<file path="src/rtl/regfile_wr_arbiter.sv">
// Purpose: arbitrates the 8x16 register file write port between A (core writeback, priority) and B (debug/load-return, anti-starvation).
// Latency: a grant in cycle N drives reg_write/reg_dst/write_data in cycle N+1.
// Backpressure: the ready signals are combinational grants; the output stage always drains, so only hold, reset and arbitration deny a request.
//
// Ports:
//   clk, reset            - clock; asynchronous active-high reset
//   hold                  - suppresses all grants while high
//   a_valid/a_ready/a_dst/a_data, b_valid/b_ready/b_dst/b_data - requester handshakes
//   reg_write/reg_dst/write_data - registered write into the register file
//   busy                  - one-hot of the register being written by the output stage
//   b_starved             - registered flag, high the cycle after a forced B grant
module regfile_wr_arbiter #(
    parameter int DW           = 16,
    parameter int AW           = 3,
    parameter int STARVE_LIMIT = 4
) (
    input  logic              clk,
    input  logic              reset,
    input  logic              hold,
    input  logic              a_valid,
    output logic              a_ready,
    input  logic [AW-1:0]     a_dst,
    input  logic [DW-1:0]     a_data,
    input  logic              b_valid,
    output logic              b_ready,
    input  logic [AW-1:0]     b_dst,
    input  logic [DW-1:0]     b_data,
    output logic              reg_write,
    output logic [AW-1:0]     reg_dst,
    output logic [DW-1:0]     write_data,
    output logic [2**AW-1:0]  busy,
    output logic              b_starved
);

    localparam logic [3:0] LIMIT = 4'(STARVE_LIMIT);

    logic [3:0]    wait_cnt;
    logic          forced;
    logic          grant_a;
    logic          grant_b;
    logic          grant_any;
    logic [AW-1:0] sel_dst;
    logic [DW-1:0] sel_data;

    // A forced B grant overrides A's priority once B has waited long enough.
    // Reset gates both grants so no handshake completes while state is cleared.
    always_comb begin
        forced  = !reset && !hold && b_valid && (wait_cnt >= LIMIT);
        grant_b = !reset && !hold && b_valid && (forced || !a_valid);
        grant_a = !reset && !hold && a_valid && !forced;
    end

    assign a_ready   = grant_a;
    assign b_ready   = grant_b;
    assign grant_any = grant_a || grant_b;
    assign sel_dst   = grant_b ? b_dst  : a_dst;
    assign sel_data  = grant_b ? b_data : a_data;

    // Counts consecutive cycles B was valid but denied; frozen under hold so
    // a hold window neither helps nor hurts B's position.
    always_ff @(posedge clk or posedge reset) begin
        if (reset) begin
            wait_cnt <= '0;
        end else if (!hold) begin
            if (!b_valid || grant_b) begin
                wait_cnt <= '0;
            end else if (wait_cnt < LIMIT) begin
                wait_cnt <= wait_cnt + 4'd1;
            end
        end
    end

    // Output stage. R0 writes still handshake but never raise reg_write, which
    // makes them a silent drop. dst/data hold when idle.
    always_ff @(posedge clk or posedge reset) begin
        if (reset) begin
            reg_write  <= 1'b0;
            reg_dst    <= '0;
            write_data <= '0;
            b_starved  <= 1'b0;
        end else begin
            reg_write <= grant_any && (sel_dst != '0);
            b_starved <= forced;
            if (grant_any) begin
                reg_dst    <= sel_dst;
                write_data <= sel_data;
            end
        end
    end

    always_comb begin
        busy = '0;
        if (reg_write) begin
            busy[reg_dst] = 1'b1;
        end
    end

endmodule

</file>
<file path="config.mk">
export PLATFORM = sky130hd
export DESIGN_NAME = regfile_wr_arbiter
export DESIGN_NICKNAME = d
export VERILOG_FILES = /design/src/rtl/regfile_wr_arbiter.sv
export SDC_FILE = /design/constraint.sdc
export NUM_CORES = 1
export LEC_CHECK = 0
export ABC_AREA = 1
export CORE_MARGIN = 2
export CORE_UTILIZATION = 30
export CTS_BUF_LIST = sky130_fd_sc_hd__clkbuf_2 sky130_fd_sc_hd__clkbuf_4 sky130_fd_sc_hd__clkbuf_8
export DETAILED_ROUTE_END_ITERATION = 7
export HOLD_SLACK_MARGIN = 0.03
export PLACE_DENSITY = 0.66
export SLEW_MARGIN = 15
export SYNTH_ARGS = -nofsm -noshare
export SYNTH_HDL_FRONTEND = slang
export SYNTH_SLANG_ARGS = --single-unit
</file>
<file path="constraint.sdc">
create_clock -name clk -period 2.8 [get_ports clk]
set_input_delay 0.56 -clock clk [delete_from_list [all_inputs] [get_ports clk]]
set_output_delay 0.56 -clock clk [all_outputs]
set_load 0.1 [all_outputs]
</file>
======== Yosys cells after proc, flatten, opt, wreduce, memory -nomap -nowiden ========
Cells that the tools add are included.
operators by class
  muxes and demuxes ....................... 7
  order comparisons ....................... 4
  bitwise operators ....................... 1
  $add $sub $neg .......................... 1
  reduce and logical (&&, ||, !) cells .... 19
operator list
  cell                 number
  $mux 16              1
  $logic_and 1x1->1    8
  $mux 4               2
  $mux 8               1
  $logic_not 1->1      5
  $add 4x1->4 const B  1
  $ge 4x3->1 const B   1
  $lt 3x4->1 const B   1
  $lt 4x3->1 const B   1
  $demux 1 s3          1
  $ge 3x1->1 const B   1
  $logic_or 1x1->1     3
  $mux 3               1
  $reduce_bool 3->1    1
  $reduce_and 2->1     1
  $reduce_bool 2->1    1
  $mux 1               1
  $not 1->1            1
storage, ports and cells
  output and inout bits ................... 31
  bits in registers ....................... 25
  input port bits ......................... 43

======== Depth between registers and ports, before layout ========
  word-level depth ........................ 9
  depth in mapped cells ................... 9
  depth with buffers taken out ............ 8

======== Worst setup path after synthesis ========
OpenSTA, ideal clock, no wires.
  path type ............................... register -> output
  from .................................... register reg_write
  to ...................................... output port busy[1]
  buffers on the path ..................... 0
  path slack .............................. -224 ps
  arrival time ............................ 2464 ps
  data required time ...................... 2240 ps
  stages on the path, launching flop included .. 3
  path through ............................ dfrtp_1 > nand2_1 > nor2_1
between the ends
  longest elaborated chain between the ends .. 1
ends and longest elaborated chain
  item                    RTL line  source
  from (decl)             28        output logic reg_write,
  from (signal assigned)  82        reg_write <= grant_any && (sel_dst != '0);
  $mux 8                  93        if (reg_write) begin
  to (decl)               31        output logic [2**AW-1:0] busy,
No other way between the ends.

======== Worst setup path in the final report ========
  from .................................... input port hold
  to ...................................... output port b_ready
between the ends
  longest elaborated chain between the ends .. 6
ends and longest elaborated chain
  item                                RTL line  source
  from (decl)                         19        input logic hold,
  $logic_not 1->1 (*)                 n/a
  $logic_and 1x1->1 (*) (2 in a row)  48, 49
  $logic_and 1x1->1                   48        forced = !reset && !hold && b_valid && (wait_cnt >= LIMIT);
  $logic_or 1x1->1                    49        grant_b = !reset && !hold && b_valid && (forced || !a_valid);
  $logic_and 1x1->1 (*)               49
  to (decl)                           25        output logic b_ready,
Every way passes the cells marked *; elsewhere a longest branch is shown, timed or not.

==> impl_metrics.prom <==
# TYPE chip_impl_metric gauge
chip_impl_metric{name="hold_viol_final",unit=""} 0
chip_impl_metric{name="clock-sinks",unit=""} 25
chip_impl_metric{name="synth.net_count",unit=""} 209
chip_impl_metric{name="cts_hold_bufs",unit=""} 0
chip_impl_info{name="timing.rr.start",value="wait_cnt[2]$_DFFE_PP0P_"} 1
chip_impl_metric{name="synth_simple_gate_area_share",unit=""} 0.240
chip_impl_metric{name="grt_util_all_layers",unit=""} 0.152
chip_impl_metric{name="drc",unit=""} 0
chip_impl_info{name="tritoncts",value="done"} 1
chip_impl_metric{name="reg2reg_setup_slack",unit="ps"} 1160
chip_impl_metric{name="maxSlewHeadroom",unit=""} 0.635
chip_impl_metric{name="clock.fmax",unit="MHz"} 450
chip_impl_metric{name="fillerInstances",unit=""} 413
chip_impl_metric{name="netSwitchingFraction",unit=""} 0.492
chip_impl_metric{name="p_switching",unit="W"} 0.000652
chip_impl_metric{name="yosys_warnings",unit=""} 0
chip_impl_metric{name="via_count",unit=""} 1330
chip_impl_info{name="critical_path_class",value="input port to output port"} 1
chip_impl_metric{name="yosys-mux-area-fraction",unit=""} 0
chip_impl_metric{name="final.hold.worst_slack",unit="ps"} 494
chip_impl_metric{name="placement_stage_cell_area",unit="mm2"} 0.00200
chip_impl_info{name="yosys_most_used_dff",value="sky130_fd_sc_hd__dfrtp_1"} 1
chip_impl_metric{name="async_flop_share",unit=""} 1.00
chip_impl_metric{name="drv.max_cap_violation_count",unit=""} 0
chip_impl_metric{name="synth_cell_type_count",unit=""} 22
chip_impl_metric{name="die_h",unit="um"} 69.2
chip_impl_info{name="cts_root_buf",value="sky130_fd_sc_hd__clkbuf_8"} 1
chip_impl_metric{name="worstPathMaxFanout",unit=""} 3
chip_impl_metric{name="multi_input_area",unit="um2"} 544
chip_impl_metric{name="area.growth.synth_to_final",unit="%"} 61.0
chip_impl_metric{name="finalCriticalPeriod",unit="ps"} 2220
chip_impl_metric{name="syn_avg_cell_area",unit="um2"} 7.73
chip_impl_info{name="grt_setup_unrepaired",value="false"} 1
chip_impl_metric{name="largest_net_degree_at_the_start_of_global_routing",unit=""} 26
chip_impl_metric{name="pin_count",unit=""} 74
chip_impl_metric{name="design.final.nets",unit=""} 284
chip_impl_metric{name="power.static_leakage",unit="nW"} 1.00
chip_impl_metric{name="drt-pass1-iter-count",unit=""} 4
chip_impl_metric{name="tightestPinTransition",unit="ps"} 547
chip_impl_metric{name="vdd.ir_drop.worst",unit="V"} 0.000375
chip_impl_metric{name="slew_violations",unit=""} 0
chip_impl_metric{name="grt_pass1_vias",unit=""} 1333
chip_impl_metric{name="netlist_area",unit="mm2"} 0.00127
chip_impl_metric{name="numCtsBuffers",unit=""} 3
chip_impl_metric{name="synth-xor-area-share",unit=""} 0.00687
chip_impl_metric{name="clock_path_buffers",unit=""} 2
chip_impl_metric{name="antenna_cell_count",unit=""} 0
chip_impl_metric{name="number_of_drc_markers_after_the_initial_detailed_route_iteration",unit=""} 101
chip_impl_metric{name="route.antenna.remaining_nets",unit=""} 0
chip_impl_metric{name="floorplan.core_area",unit="mm2"} 0.00406
chip_impl_metric{name="routed_wl",unit="mm"} 3.55
chip_impl_metric{name="gp_routability_congestion",unit=""} 0.765
chip_impl_metric{name="dieArea",unit="mm2"} 0.00479
chip_impl_metric{name="cp.required",unit="ps"} 2240
chip_impl_metric{name="route.detailed.wl_per_inst",unit="um"} 12.3
chip_impl_info{name="crit_path_end_kind",value="output port"} 1
chip_impl_metric{name="detail_route.vias_per_cell",unit=""} 4.60
chip_impl_info{name="worst_setup_sp_type",value="input port"} 1
chip_impl_info{name="largest_family_of_logic_cells_by_synthesized_area",value="simple AND/OR/NAND/NOR gates"} 1
chip_impl_metric{name="period_share",unit=""} 0.793
chip_impl_metric{name="worstRegToRegCells",unit=""} 7
chip_impl_metric{name="post_route_cells_drive_above_1_share",unit=""} 0.192
chip_impl_metric{name="final.setup_skew",unit="ps"} 4.85
chip_impl_metric{name="die-width",unit="um"} 69.2
chip_impl_info{name="reg2reg_to",value="reg_dst[0]$_DFFE_PP0P_"} 1
chip_impl_metric{name="seq_area_frac_synth",unit=""} 0.491
chip_impl_info{name="worstHoldEndpoint",value="wait_cnt[1]$_DFFE_PP0P_"} 1
chip_impl_metric{name="grt_pass1_wl",unit="mm"} 6.07
chip_impl_metric{name="post_cts.resized_instances",unit=""} 0
chip_impl_metric{name="final_area",unit="mm2"} 0.00205
chip_impl_metric{name="place.port_buffers",unit=""} 73
chip_impl_metric{name="global_route.overflow_total",unit=""} 0
chip_impl_metric{name="initial_core_util",unit=""} 0.314
chip_impl_metric{name="synthesis.instances",unit=""} 165
chip_impl_metric{name="power.clock.fraction",unit=""} 0.169
chip_impl_metric{name="post_synth_fa_ha_maj_area_fraction",unit=""} 0.00981
chip_impl_metric{name="num_rows",unit=""} 23
chip_impl_metric{name="synth-seq-cells",unit=""} 25
chip_impl_metric{name="setup_viol_count_final",unit=""} 0
chip_impl_metric{name="detailedPlacementHpwl",unit="mm"} 2.62
chip_impl_metric{name="hold_path_depth",unit=""} 2
chip_impl_metric{name="insertion_delay",unit="ps"} 270
chip_impl_metric{name="area.sequential",unit="um2"} 626
chip_impl_metric{name="pwr-share-comb",unit=""} 0.494
chip_impl_info{name="status",value="finished, final reports clean"} 1
chip_impl_info{name="hold_start",value="wait_cnt[1]$_DFFE_PP0P_"} 1
chip_impl_metric{name="post_cts_buffers",unit=""} 0
chip_impl_metric{name="power.internal",unit="W"} 0.000673
chip_impl_info{name="min_delay_path_class",value="flop to flop"} 1
chip_impl_metric{name="number_of_enable_flip_flop_cells_after_synthesis",unit=""} 0
chip_impl_metric{name="worst-endpoint-arrival",unit="ps"} 1660
chip_impl_metric{name="power_per_cell_area",unit="mW/mm2"} 646
chip_impl_metric{name="synth_compound_area_frac",unit=""} 0.170
chip_impl_metric{name="register_share_of_total_power",unit=""} 0.337
chip_impl_metric{name="cts-htree-levels",unit=""} 1
chip_impl_metric{name="grt_antenna_before_repair",unit=""} 0
chip_impl_metric{name="path_clk_slew",unit="ps"} 90
chip_impl_metric{name="finish.utilization",unit=""} 0.506
[final cells by class]
cell class	count	area share
clock inverter	1	0.00366
clock buffer	3	0.0201
sequential	25	0.305
inverter	17	0.0311
multi-input combinational	116	0.265
timing repair buffer	77	0.345
tap	50	0.0305
[cell usage in the layout, fill, tap and decap left out]
master,n
sky130_fd_sc_hd__o21ai_1,10
sky130_fd_sc_hd__o211ai_1,1
sky130_fd_sc_hd__nand3_1,4
sky130_fd_sc_hd__inv_2,1
sky130_fd_sc_hd__ha_1,1
sky130_fd_sc_hd__nor2_4,1
sky130_fd_sc_hd__a21boi_0,1
sky130_fd_sc_hd__inv_1,16
sky130_fd_sc_hd__clkinvlp_4,1
sky130_fd_sc_hd__clkdlybuf4s50_1,42
sky130_fd_sc_hd__nand2_1,37
sky130_fd_sc_hd__nor2_2,1
sky130_fd_sc_hd__nor2_1,27
sky130_fd_sc_hd__dfrtp_1,25
sky130_fd_sc_hd__o21ai_0,25
sky130_fd_sc_hd__a21oi_2,1
sky130_fd_sc_hd__clkbuf_8,3
sky130_fd_sc_hd__nand4_1,3
sky130_fd_sc_hd__xor2_1,1
sky130_fd_sc_hd__buf_12,2
sky130_fd_sc_hd__buf_4,33
sky130_fd_sc_hd__nand3_2,1
sky130_fd_sc_hd__o21ai_2,2
[flip-flops by register name (all words and copies together), names as in the netlist]
signal,flops
reg_dst,3
write_data,16
reg_write,1
wait_cnt,4
b_starved,1
[per-stage QoR]
stage | total power (W) | std cells | TNS, ps | worst slack (ps)
CTS | 0.00134 | 289 | 0 | 560
global placement | 0.00111 | 285 | 0 | 576
detailed placement | 0.00111 | 285 | 0 | 559
floorplan | 0.000929 | 165 | -1710 | -224
finish | 0.00133 | 289 | 0 | 579
global route | 0.00138 | 289 | 0 | 498
[metal layers]
layer / vias to the layer above / global-route usage / wire length [um]
met5: - / 0 / 0
met2: 46 / 0.263 / 1720
met4: 0 / 0.0196 / 13
met3: 2 / 0.0363 / 225
li1: 674 / - / -
met1: 608 / 0.198 / 1580
[cells by family after synthesis]
family | after synthesis
XOR/XNOR | 1
AO/OA/AOI/OAI | 40
buffers and inverters | 24
AND/OR/NAND/NOR | 74
adder cells (fa/ha/maj) | 1
flip-flops | 25
[cells in the mapped netlist (2+ instances only)]
master                     count  area (um2)
sky130_fd_sc_hd__nand2_1      37         139
sky130_fd_sc_hd__nor2_1       27         101
sky130_fd_sc_hd__dfrtp_1      25         626
sky130_fd_sc_hd__o21ai_0      25         125
sky130_fd_sc_hd__inv_1        16        60.1
sky130_fd_sc_hd__o21ai_1      10        50.1
sky130_fd_sc_hd__nand3_1       4        20.0
sky130_fd_sc_hd__buf_2         3        15.0
sky130_fd_sc_hd__nand4_1       3        18.8
sky130_fd_sc_hd__clkbuf_1      2        7.51
sky130_fd_sc_hd__o21ai_2       2        17.5
[worst max-delay path by stage]
| stage | from | endpoint | slack (ps) | cells past startpoint |
|---|---|---|---|---|
| CTS | hold | b_ready | 560 | 5 |
| finish | hold | b_ready | 580 | 5 |
| global placement | hold | b_ready | 580 | 5 |
| detailed placement | hold | b_ready | 560 | 5 |
| floorplan | reg_write$_DFF_PP0_ | busy[1] | -220 | 2 |
| global route | hold | b_ready | 500 | 5 |
[power groups by stage]
stage,registers [W],clock network [W],logic (W)
2_1_floorplan,0.000788,0,0.000141
3_3_place_gp,0.000451,0,0.000657
3_5_place_dp,0.000452,0,0.000659
4_1_cts,0.000446,0.000232,0.000659
5_1_grt,0.000453,0.000244,0.000686
6_report,0.000446,0.000224,0.000655
[critical path, stage by stage]
cell and delay (ps):
sky130_fd_sc_hd__clkdlybuf4s50_1 430, sky130_fd_sc_hd__nor2_2 170, sky130_fd_sc_hd__nand2_1 90, sky130_fd_sc_hd__a21oi_2 200
sky130_fd_sc_hd__buf_12 200
(Power assumes the default switching activity.)
